<file path="config.mk">
export PLATFORM = sky130hd
export DESIGN_NAME = dmem_arbiter_flat
export DESIGN_NICKNAME = d
export VERILOG_FILES = /design/src/rtl/dmem_arbiter_pkg.sv /design/src/rtl/dmem_arbiter_if.sv /design/src/rtl/dmem_arb_starve.sv /design/src/rtl/dmem_arbiter.sv /design/src/flat_wrapper.sv
export SDC_FILE = /design/constraint.sdc
export NUM_CORES = 1
export LEC_CHECK = 0
export CAP_MARGIN = 20
export CELL_PAD_IN_SITES_DETAIL_PLACEMENT = 1
export CELL_PAD_IN_SITES_GLOBAL_PLACEMENT = 1
export CORE_ASPECT_RATIO = 0.75
export CORE_MARGIN = 8
export CORE_UTILIZATION = 21
export CTS_BUF_LIST = sky130_fd_sc_hd__clkbuf_8
export CTS_CLUSTER_DIAMETER = 80
export DETAILED_ROUTE_END_ITERATION = 8
export PLACE_DENSITY_LB_ADDON = 0.1
export REMOVE_ABC_BUFFERS = 1
export SLEW_MARGIN = 20
export SYNTH_ARGS = -nofsm -noshare
export SYNTH_HDL_FRONTEND = slang
export SYNTH_SLANG_ARGS = --single-unit
</file>
<file path="constraint.sdc">
create_clock -name clk -period 5.49 [get_ports clk]
set_input_delay 1.098 -clock clk [delete_from_list [all_inputs] [get_ports clk]]
set_output_delay 1.098 -clock clk [all_outputs]
set_load 0.05 [all_outputs]
</file>
<file path="src/rtl/dmem_arbiter_pkg.sv">
// Shared constants and types for the data-memory arbiter: state and owner encodings,
// default bus widths and counter widths.
package dmem_arbiter_pkg;

  localparam int unsigned DEF_ADDR_W = 32;
  localparam int unsigned DEF_DATA_W = 32;
  localparam int unsigned STARVE_W   = 8;
  localparam int unsigned BURST_W    = 4;
  localparam int unsigned STAT_W     = 32;

  typedef enum logic {
    ST_ARB   = 1'b0,
    ST_FORCE = 1'b1
  } arb_state_e;

  typedef enum logic [1:0] {
    OWN_NONE = 2'd0,
    OWN_CORE = 2'd1,
    OWN_DMA  = 2'd2
  } owner_e;

endpackage

</file>
<file path="src/rtl/dmem_arbiter_if.sv">
// Bundle of the core, DMA and memory-side signals around the arbiter.
// The slave modport is the arbiter's view; the master modport is the surrounding system.
interface dmem_arbiter_if
  import dmem_arbiter_pkg::*;
#(
  parameter int unsigned ADDR_W = DEF_ADDR_W,
  parameter int unsigned DATA_W = DEF_DATA_W
) ();

  logic              core_ce_i;
  logic              core_we_i;
  logic [ADDR_W-1:0] core_addr_i;
  logic [DATA_W-1:0] core_wdata_i;
  logic [DATA_W-1:0] core_rdata_o;
  logic              core_stall_o;

  logic              dma_req_i;
  logic              dma_we_i;
  logic [ADDR_W-1:0] dma_addr_i;
  logic [DATA_W-1:0] dma_wdata_i;
  logic              dma_gnt_o;
  logic              dma_rvalid_o;
  logic [DATA_W-1:0] dma_rdata_o;

  logic              mem_ce_o;
  logic              mem_we_o;
  logic [ADDR_W-1:0] mem_addr_o;
  logic [DATA_W-1:0] mem_wdata_o;
  logic [DATA_W-1:0] mem_rdata_i;

  modport slave (
    input  core_ce_i, core_we_i, core_addr_i, core_wdata_i,
    output core_rdata_o, core_stall_o,
    input  dma_req_i, dma_we_i, dma_addr_i, dma_wdata_i,
    output dma_gnt_o, dma_rvalid_o, dma_rdata_o,
    output mem_ce_o, mem_we_o, mem_addr_o, mem_wdata_o,
    input  mem_rdata_i
  );

  modport master (
    output core_ce_i, core_we_i, core_addr_i, core_wdata_i,
    input  core_rdata_o, core_stall_o,
    output dma_req_i, dma_we_i, dma_addr_i, dma_wdata_i,
    input  dma_gnt_o, dma_rvalid_o, dma_rdata_o,
    input  mem_ce_o, mem_we_o, mem_addr_o, mem_wdata_o,
    output mem_rdata_i
  );

endinterface

</file>
<file path="src/rtl/dmem_arb_starve.sv">
// DMA starvation tracker: counts denied DMA cycles and opens a bounded forced-DMA window.
module dmem_arb_starve
  import dmem_arbiter_pkg::*;
#(
  parameter int unsigned STARVE_MAX  = 16,
  parameter int unsigned FORCE_BURST = 4
) (
  input  logic clk,
  input  logic rst,
  input  logic dma_req_i,
  input  logic dma_gnt_i,
  output logic force_q
);

  localparam logic [STARVE_W-1:0] STARVE_LAST = STARVE_W'(STARVE_MAX - 1);
  localparam logic [BURST_W-1:0]  BURST_LAST  = BURST_W'(FORCE_BURST - 1);

  arb_state_e          state_q, state_d;
  logic [STARVE_W-1:0] starve_cnt_q, starve_cnt_d;
  logic [BURST_W-1:0]  burst_cnt_q, burst_cnt_d;

  always_ff @(posedge clk or negedge rst) begin
    if (!rst) begin
      state_q      <= ST_ARB;
      starve_cnt_q <= '0;
      burst_cnt_q  <= '0;
    end else begin
      state_q      <= state_d;
      starve_cnt_q <= starve_cnt_d;
      burst_cnt_q  <= burst_cnt_d;
    end
  end

  always_comb begin
    state_d      = state_q;
    starve_cnt_d = starve_cnt_q;
    burst_cnt_d  = burst_cnt_q;
    case (state_q)
      ST_ARB: begin
        if (dma_req_i && !dma_gnt_i) begin
          if (starve_cnt_q == STARVE_LAST) begin
            state_d      = ST_FORCE;
            starve_cnt_d = '0;
            burst_cnt_d  = '0;
          end else begin
            starve_cnt_d = starve_cnt_q + STARVE_W'(1);
          end
        end else begin
          starve_cnt_d = '0;
        end
      end
      ST_FORCE: begin
        // A dropped request ends the window at once; otherwise every cycle here is a grant.
        if (!dma_req_i) begin
          state_d      = ST_ARB;
          starve_cnt_d = '0;
          burst_cnt_d  = '0;
        end else if (dma_gnt_i) begin
          if (burst_cnt_q == BURST_LAST) begin
            state_d      = ST_ARB;
            starve_cnt_d = '0;
            burst_cnt_d  = '0;
          end else begin
            burst_cnt_d = burst_cnt_q + BURST_W'(1);
          end
        end
      end
      default: state_d = ST_ARB;
    endcase
  end

  always_comb begin
    force_q = (state_q == ST_FORCE);
  end

endmodule

</file>
<file path="src/rtl/dmem_arbiter.sv">
// Shares one data-memory port between the core (fixed priority, zero latency) and a DMA requester.
// Optional per-event counters are built when DMEM_ARB_STATS_EN is defined.
module dmem_arbiter
  import dmem_arbiter_pkg::*;
#(
  parameter int unsigned ADDR_W      = DEF_ADDR_W,
  parameter int unsigned DATA_W      = DEF_DATA_W,
  parameter int unsigned STARVE_MAX  = 16,
  parameter int unsigned FORCE_BURST = 4
) (
  input  logic              clk,
  input  logic              rst,
  dmem_arbiter_if.slave     bus
`ifdef DMEM_ARB_STATS_EN
  ,
  output logic [STAT_W-1:0] stat_core_o,
  output logic [STAT_W-1:0] stat_dma_o,
  output logic [STAT_W-1:0] stat_stall_o
`endif
);

  owner_e            owner;
  logic              force_q;
  logic              dma_gnt;
  logic              stall_c;
  logic              mem_ce_c;
  logic              mem_we_c;
  logic [ADDR_W-1:0] mem_addr_c;
  logic [DATA_W-1:0] mem_wdata_c;
  logic [DATA_W-1:0] core_rdata_c;
  logic              dma_rvalid_q, dma_rvalid_d;
  logic [DATA_W-1:0] dma_rdata_q, dma_rdata_d;

  dmem_arb_starve #(
    .STARVE_MAX  (STARVE_MAX),
    .FORCE_BURST (FORCE_BURST)
  ) u_starve (
    .clk       (clk),
    .rst       (rst),
    .dma_req_i (bus.dma_req_i),
    .dma_gnt_i (dma_gnt),
    .force_q   (force_q)
  );

  // Per-cycle owner: a forced window beats the core, otherwise the core beats the DMA.
  always_comb begin
    owner = OWN_NONE;
    if (force_q && bus.dma_req_i) begin
      owner = OWN_DMA;
    end else if (bus.core_ce_i) begin
      owner = OWN_CORE;
    end else if (bus.dma_req_i) begin
      owner = OWN_DMA;
    end
  end

  assign dma_gnt = (owner == OWN_DMA);
  assign stall_c = force_q && bus.dma_req_i;

  always_comb begin
    mem_ce_c     = 1'b0;
    mem_we_c     = 1'b0;
    mem_addr_c   = '0;
    mem_wdata_c  = '0;
    core_rdata_c = '0;
    case (owner)
      OWN_CORE: begin
        mem_ce_c     = 1'b1;
        mem_we_c     = bus.core_we_i;
        mem_addr_c   = bus.core_addr_i;
        mem_wdata_c  = bus.core_wdata_i;
        core_rdata_c = bus.mem_rdata_i;
      end
      OWN_DMA: begin
        mem_ce_c    = 1'b1;
        mem_we_c    = bus.dma_we_i;
        mem_addr_c  = bus.dma_addr_i;
        mem_wdata_c = bus.dma_wdata_i;
      end
      default: ;
    endcase
  end

  // DMA read data is captured at the grant edge and flagged for exactly one cycle.
  always_comb begin
    dma_rvalid_d = dma_gnt && !bus.dma_we_i;
    dma_rdata_d  = dma_rvalid_d ? bus.mem_rdata_i : dma_rdata_q;
  end

  always_ff @(posedge clk or negedge rst) begin
    if (!rst) begin
      dma_rvalid_q <= 1'b0;
      dma_rdata_q  <= '0;
    end else begin
      dma_rvalid_q <= dma_rvalid_d;
      dma_rdata_q  <= dma_rdata_d;
    end
  end

  assign bus.mem_ce_o     = mem_ce_c;
  assign bus.mem_we_o     = mem_we_c;
  assign bus.mem_addr_o   = mem_addr_c;
  assign bus.mem_wdata_o  = mem_wdata_c;
  assign bus.core_rdata_o = core_rdata_c;
  assign bus.core_stall_o = stall_c;
  assign bus.dma_gnt_o    = dma_gnt;
  assign bus.dma_rvalid_o = dma_rvalid_q;
  assign bus.dma_rdata_o  = dma_rdata_q;

`ifdef DMEM_ARB_STATS_EN
  logic [STAT_W-1:0] stat_core_q, stat_core_d;
  logic [STAT_W-1:0] stat_dma_q, stat_dma_d;
  logic [STAT_W-1:0] stat_stall_q, stat_stall_d;

  always_comb begin
    stat_core_d  = stat_core_q + STAT_W'(owner == OWN_CORE);
    stat_dma_d   = stat_dma_q + STAT_W'(dma_gnt);
    stat_stall_d = stat_stall_q + STAT_W'(stall_c);
  end

  always_ff @(posedge clk or negedge rst) begin
    if (!rst) begin
      stat_core_q  <= '0;
      stat_dma_q   <= '0;
      stat_stall_q <= '0;
    end else begin
      stat_core_q  <= stat_core_d;
      stat_dma_q   <= stat_dma_d;
      stat_stall_q <= stat_stall_d;
    end
  end

  assign stat_core_o  = stat_core_q;
  assign stat_dma_o   = stat_dma_q;
  assign stat_stall_o = stat_stall_q;
`endif

endmodule

</file>
<file path="src/flat_wrapper.sv">
// flat-port wrapper written by rule: the top's interface ports become plain ports
module dmem_arbiter_flat import dmem_arbiter_pkg::*;
#(
  parameter int unsigned ADDR_W      = DEF_ADDR_W,
  parameter int unsigned DATA_W      = DEF_DATA_W,
  parameter int unsigned STARVE_MAX  = 16,
  parameter int unsigned FORCE_BURST = 4
)
  (clk, rst, bus_core_ce_i, bus_core_we_i, bus_core_addr_i, bus_core_wdata_i, bus_core_rdata_o, bus_core_stall_o, bus_dma_req_i, bus_dma_we_i, bus_dma_addr_i, bus_dma_wdata_i, bus_dma_gnt_o, bus_dma_rvalid_o, bus_dma_rdata_o, bus_mem_ce_o, bus_mem_we_o, bus_mem_addr_o, bus_mem_wdata_o, bus_mem_rdata_i);
  dmem_arbiter_if #(.ADDR_W(ADDR_W), .DATA_W(DATA_W)) bus_i ();
  input  logic clk;
  input  logic rst;
  input wire logic [$bits(bus_i.core_ce_i)-1:0] bus_core_ce_i;
  input wire logic [$bits(bus_i.core_we_i)-1:0] bus_core_we_i;
  input wire logic [$bits(bus_i.core_addr_i)-1:0] bus_core_addr_i;
  input wire logic [$bits(bus_i.core_wdata_i)-1:0] bus_core_wdata_i;
  output wire logic [$bits(bus_i.core_rdata_o)-1:0] bus_core_rdata_o;
  output wire logic [$bits(bus_i.core_stall_o)-1:0] bus_core_stall_o;
  input wire logic [$bits(bus_i.dma_req_i)-1:0] bus_dma_req_i;
  input wire logic [$bits(bus_i.dma_we_i)-1:0] bus_dma_we_i;
  input wire logic [$bits(bus_i.dma_addr_i)-1:0] bus_dma_addr_i;
  input wire logic [$bits(bus_i.dma_wdata_i)-1:0] bus_dma_wdata_i;
  output wire logic [$bits(bus_i.dma_gnt_o)-1:0] bus_dma_gnt_o;
  output wire logic [$bits(bus_i.dma_rvalid_o)-1:0] bus_dma_rvalid_o;
  output wire logic [$bits(bus_i.dma_rdata_o)-1:0] bus_dma_rdata_o;
  output wire logic [$bits(bus_i.mem_ce_o)-1:0] bus_mem_ce_o;
  output wire logic [$bits(bus_i.mem_we_o)-1:0] bus_mem_we_o;
  output wire logic [$bits(bus_i.mem_addr_o)-1:0] bus_mem_addr_o;
  output wire logic [$bits(bus_i.mem_wdata_o)-1:0] bus_mem_wdata_o;
  input wire logic [$bits(bus_i.mem_rdata_i)-1:0] bus_mem_rdata_i;
  assign bus_i.core_ce_i = bus_core_ce_i;
  assign bus_i.core_we_i = bus_core_we_i;
  assign bus_i.core_addr_i = bus_core_addr_i;
  assign bus_i.core_wdata_i = bus_core_wdata_i;
  assign bus_core_rdata_o = bus_i.core_rdata_o;
  assign bus_core_stall_o = bus_i.core_stall_o;
  assign bus_i.dma_req_i = bus_dma_req_i;
  assign bus_i.dma_we_i = bus_dma_we_i;
  assign bus_i.dma_addr_i = bus_dma_addr_i;
  assign bus_i.dma_wdata_i = bus_dma_wdata_i;
  assign bus_dma_gnt_o = bus_i.dma_gnt_o;
  assign bus_dma_rvalid_o = bus_i.dma_rvalid_o;
  assign bus_dma_rdata_o = bus_i.dma_rdata_o;
  assign bus_mem_ce_o = bus_i.mem_ce_o;
  assign bus_mem_we_o = bus_i.mem_we_o;
  assign bus_mem_addr_o = bus_i.mem_addr_o;
  assign bus_mem_wdata_o = bus_i.mem_wdata_o;
  assign bus_i.mem_rdata_i = bus_mem_rdata_i;
  dmem_arbiter #(.ADDR_W(ADDR_W), .DATA_W(DATA_W), .STARVE_MAX(STARVE_MAX), .FORCE_BURST(FORCE_BURST)) u_core (.clk(clk), .rst(rst), .bus(bus_i));
endmodule
</file>
# Yosys cells after proc, flatten, opt, wreduce, memory -nomap -nowiden
# Index checks and enable logic that the tools add are counted.
# op_classes
add_sub_neg	2
eq_ne	8
n_mux	26
bitwise	1
n_reduce_logical	8
# op_table
op	n
$pmux W32 S2	2
$mux W8	5
$mux W32	1
$mux W4	5
$pmux W8 S2	1
$add A8 B1 Y8 const B	1
$eq A8 B4 Y1 const B	1
$pmux W4 S2	1
$mux W1	6
$mux W2	3
$ne A3 B2 Y1 const B	2
$add A4 B1 Y4 const B	1
$eq A4 B2 Y1 const B	1
$ne A2 B2 Y1 const B	2
$pmux W1 S2	2
$logic_and A1 B1 Y1	3
$reduce_and A3 Y1	1
$eq A2 B1 Y1 const B	1
$eq A2 B2 Y1 const B	1
$logic_not A1 Y1	2
$reduce_and A2 Y1	1
$reduce_or A2 Y1	1
$not A1 Y1	1
# word_totals
regBits	46
in_bits	166
out_inout_bits	133
word_cells	50

# Depth between registers and ports, before layout
# logic_depth
word_depth	8
depth_mapped	10
mapped_depth_nobuf	9

# Modules after synthesis
# A second synthesis with hierarchy kept.
# hier_totals
hier_cells	351
hier_area_um2	3233.1
# modules_own_cells
module	instances	cells_each	area_per_inst_um2	seq_area_each_um2
dmem_arbiter	1	268	2478.6	825.8
dmem_arb_starve	1	83	754.5	325.3

# Least setup slack after synthesis
# OpenSTA, ideal clock, no wires.
# synth_path
kind	input-to-output
from	input bus_dma_req_i
to	output bus_mem_addr_o[27]
t_arrival_ns	3.689
t_required_ns	4.392
setup_slack_ns	0.703
path_stages	10
n_path_buf	3
cell_sequence	nand2_1 > buf_2 > inv_1 > nor2_1 > inv_1 > ha_1 > buf_2 > clkbuf_1 > a22oi_1 > nor2_1
# synth_via
elab_cells_between_ends	7
classes_between	eq/ne (2); mux (4); reduce/logical (1)
# synth_rtl
element	line	source
start, declared	flat_wrapper.sv:19	input wire logic [$bits(bus_i.dma_req_i)-1:0] bus_dma_req_i;
$logic_and A1 B1 Y1	n/a	
via bus_core_stall_o	flat_wrapper.sv:18	output wire logic [$bits(bus_i.core_stall_o)-1:0] bus_core_stall_o;
$mux W2	dmem_arbiter.sv:48	if (force_q && bus.dma_req_i) begin
$eq A2 B2 Y1	dmem_arbiter.sv:66	case (owner)
via bus_dma_gnt_o	flat_wrapper.sv:23	output wire logic [$bits(bus_i.dma_gnt_o)-1:0] bus_dma_gnt_o;
$pmux W32 S2	dmem_arbiter.sv:66	
end, declared	flat_wrapper.sv:28	output wire logic [$bits(bus_i.mem_addr_o)-1:0] bus_mem_addr_o;
# The timed path passes the listed nets, and every way through them passes these cells.

# Worst setup path after layout
# layout_path
from	input bus_dma_req_i
to	output bus_mem_wdata_o[0]
# layout_via
elab_chain_cells	5
elab_cells_between_ends	7
classes_between	eq/ne (2); mux (4); reduce/logical (1)
# layout_rtl
element	line	source
$mux W2	dmem_arbiter.sv:52	end else if (bus.dma_req_i) begin
$mux W2	dmem_arbiter.sv:50	end else if (bus.core_ce_i) begin
$mux W2 *	dmem_arbiter.sv:48	
$eq A2 B2 Y1 or $eq A2 B1 Y1 (tied branches)	dmem_arbiter.sv:66	
$pmux W32 S2 *	dmem_arbiter.sv:66	
end, declared	flat_wrapper.sv:29	output wire logic [$bits(bus_i.mem_wdata_o)-1:0] bus_mem_wdata_o;
# Every way passes the cells marked *; elsewhere a longest branch is shown, timed or not.

==> flow_metrics.tcl <==
set metrics [dict create \
    min_path_type "flop to flop" \
    placed_area_um2 6118 \
    drt_wl_total_um 17740 \
    fp.coreArea_um2 14220 \
    numPortBuffers 298 \
    die_y_um 119.6 \
    layout-drive-gt1-share 0.1254 \
    start_util 0.2115 \
    setup.worst_path.class "primary input to output port" \
    remaining_drc_errors 0 \
    die-width_um 154.2 \
    drt_iter0_drc 234 \
    cellLeakagePower_uw 0.002495 \
    top_layer "met4" \
    vias 3654 \
    syn2layout_area_growth_pct 106.4 \
    insertedDiodeCount 0 \
    overflow 0 \
    grtUsageTotal 0.1847 \
    finalClockSkew_ns 0.008227 \
    ys_types 34 \
    rsz0062_at_grt "no" \
    route.met3.wl_um 1488 \
    cp.arrival_ns 3.92 \
    drt-wirelength-per-cell_um 22.35 \
    final_util 0.4365 \
    first_global_vias 4085 \
    cts_max_path_buffers 2 \
    drt-met1-wl_um 6822 \
    clk_pin_slew_ns 0.09 \
    dr.pass1.iters 6 \
    place_congestion 0.8342 \
    grt_pass1_wl_um 26010 \
    synth-seq-area-share 0.3829 \
    grt_max_degree 77 \
    slew_violations 0 \
    setup_tns_ns 0 \
    syn-mean-instance-area_um2 9.029 \
    max-cap-violations 0 \
    critPathCaptureType "output port" \
    yosys_warnings 0 \
    power.switching_uw 894.9 \
    hold_violations 0 \
    ctsHtreeMaxLevel 2 \
    fin_nets 784 \
    vias_per_cell 4.602 \
    pwr-share-clk 0.113 \
    syn_area_um2 3007 \
    hold_buffers 0 \
    clkSinkCount 46 \
    rows 38 \
    critPathLaunchType "primary input" \
    postCtsSetupBuffers 0 \
    fin_area_um2 6205 \
    mostFrequentLayoutCells "276 x clkdlybuf4s50_1, 74 x nor2_1, 65 x a22oi_1" \
    finalSetupViolations 0 \
    antenna_found_initial 0 \
    syn_inst 333 \
    comb_power_share 0.632 \
    tightest_slew_ns 0.8687 \
    dp_hpwl_um 14580 \
    layout_min_cycle_time_ns 5.018 \
    cts_root_buf "clkbuf_8" \
    clock_latency_ns 0.31 \
    status "completed" \
    ant_nets 0 \
    seqPwrFrac 0.255 \
    dieArea_um2 18440 \
    timing.critical_path.fanout_max 76 \
    ir_drop_mv 0.1460 \
    wl_met2_um 9190 \
    cts_buffers 5 \
    period_share 0.9140 \
    layout_commonest_cell "clkdlybuf4s50_1" \
    ctsResizeCount 0 \
    worstPathRequired_ns 4.39 \
    slew_headroom 0.4209 \
    cts_tree "done" \
    ios 299 \
    ys_seq_elements 46 \
    p_sw_frac 0.4870 \
    fmax_ghz 0.1993 \
    powerDensity_nw_per_um2 296.2 \
    internal_power_uw 942.8 \
]
## layer usage
metal / vias to the layer above / GRT usage
li1: 1735 / -
met1: 1777 / 0.2096
met2: 128 / 0.3261
met3: 14 / 0.07148
met4: 0 / 0.03663
met5: - / 0
## power groups by stage
stage,Sequential (uW),Clock [uW],Combinational [uW]
after global routing,481,236,1210
after floorplan,720,0,426
after detailed placement,473,0,1170
final,468,209,1160
after CTS,469,223,1170
after global placement,469,0,1160
## registers in the layout, indices dropped and copies added (netlist names)
register / flops
u_core.bus.dma_rdata_o: 32
u_core.bus.dma_rvalid_o: 1
u_core.u_starve.burst_cnt_q: 4
u_core.u_starve.force_q: 1
u_core.u_starve.starve_cnt_q: 8
## cell type report
cell class,instances,area (um2)
Clock buffer,5,68.82
Multi-Input combinational cell,250,1715
Inverter,7,26.28
Fill cell,1635,8011
Tap cell,180,225.2
Sequential cell,46,1151
Clock inverter,3,17.52
Timing Repair Buffer,303,3000
## Yosys cell counts, drive strengths merged
cell type | count | share of area
o211ai | 2 | 0.0050
nand2b | 2 | 0.0042
o31ai | 1 | 0.0025
buf | 11 | 0.017
mux2 | 33 | 0.12
and2 | 32 | 0.067
nor3 | 1 | 0.0017
o22ai | 1 | 0.0021
and4 | 2 | 0.0062
nand3b | 1 | 0.0025
o2111ai | 2 | 0.0079
dfrtp | 46 | 0.38
o21ai | 7 | 0.012
a41oi | 1 | 0.0054
a22o | 2 | 0.0062
nand3 | 1 | 0.0017
o21a | 1 | 0.0025
nor3b | 1 | 0.0042
a22oi | 65 | 0.16
and3 | 2 | 0.0042
nor4 | 1 | 0.0071
nand2 | 5 | 0.0062
nor2b | 1 | 0.0021
clkbuf | 19 | 0.024
a21oi | 2 | 0.0046
inv | 7 | 0.0087
ha | 5 | 0.021
nor2 | 74 | 0.092
xor2 | 5 | 0.015
## cells by family after synthesis
kind of cell | after synthesis | synth area share
AO/OA/AOI/OAI | 84 | 0.2102
buffers and inverters | 37 | 0.04910
multiplexers | 33 | 0.1236
flip-flops | 46 | 0.3829
adder cells (fa/ha/maj) | 5 | 0.02081
XOR/XNOR | 5 | 0.01456
AND/OR/NAND/NOR | 123 | 0.1989
## final timing paths
| kind | slack, ns | start | end | cells past startpoint |
|---|---|---|---|---|
| hold / removal | 0.51 | u_core.bus.dma_rdata_o[20]$_DFFE_PN0P_ | u_core.bus.dma_rdata_o[20]$_DFFE_PN0P_ | 1 |
| max in group asynchronous | 4.21 | rst | u_core.bus.dma_rdata_o[23]$_DFFE_PN0P_ | 2 |
| hold reg to reg | 0.51 | u_core.bus.dma_rdata_o[20]$_DFFE_PN0P_ | u_core.bus.dma_rdata_o[20]$_DFFE_PN0P_ | 1 |
| setup / recovery | 0.47 | bus_dma_req_i | bus_mem_wdata_o[0] | 9 |
| setup reg to reg | 2.85 | u_core.u_starve.force_q$_DFF_PN0_ | u_core.bus.dma_rdata_o[23]$_DFFE_PN0P_ | 7 |
| min in group asynchronous | 0.86 | rst | u_core.u_starve.burst_cnt_q[3]$_DFFE_PN0P_ | 2 |
## worst max-delay path: stages
cell and delay [ns]:
clkdlybuf4s50_1 0.49, nand2_1 0.35, inv_1 0.13, nor2_1 0.16
ha_2 0.23, buf_12 0.27, a22oi_1 0.12, nor2_1 0.13
clkdlybuf4s50_1 0.84
## through the flow
stage / power, uW / worst slack (ns) / hold slack [ns] / cells
finish: 1838 / 0.4723 / 0.5130 / 794
global route: 1931 / 0.2751 / 0.5274 / 794
global placement: 1631 / 0.5689 / 0.4867 / 786
CTS: 1866 / 0.4759 / 0.5165 / 794
detailed placement: 1641 / 0.4815 / 0.4963 / 786
floorplan: 1145 / 0.04405 / 0.4878 / 303
(Power assumes the default switching activity.)
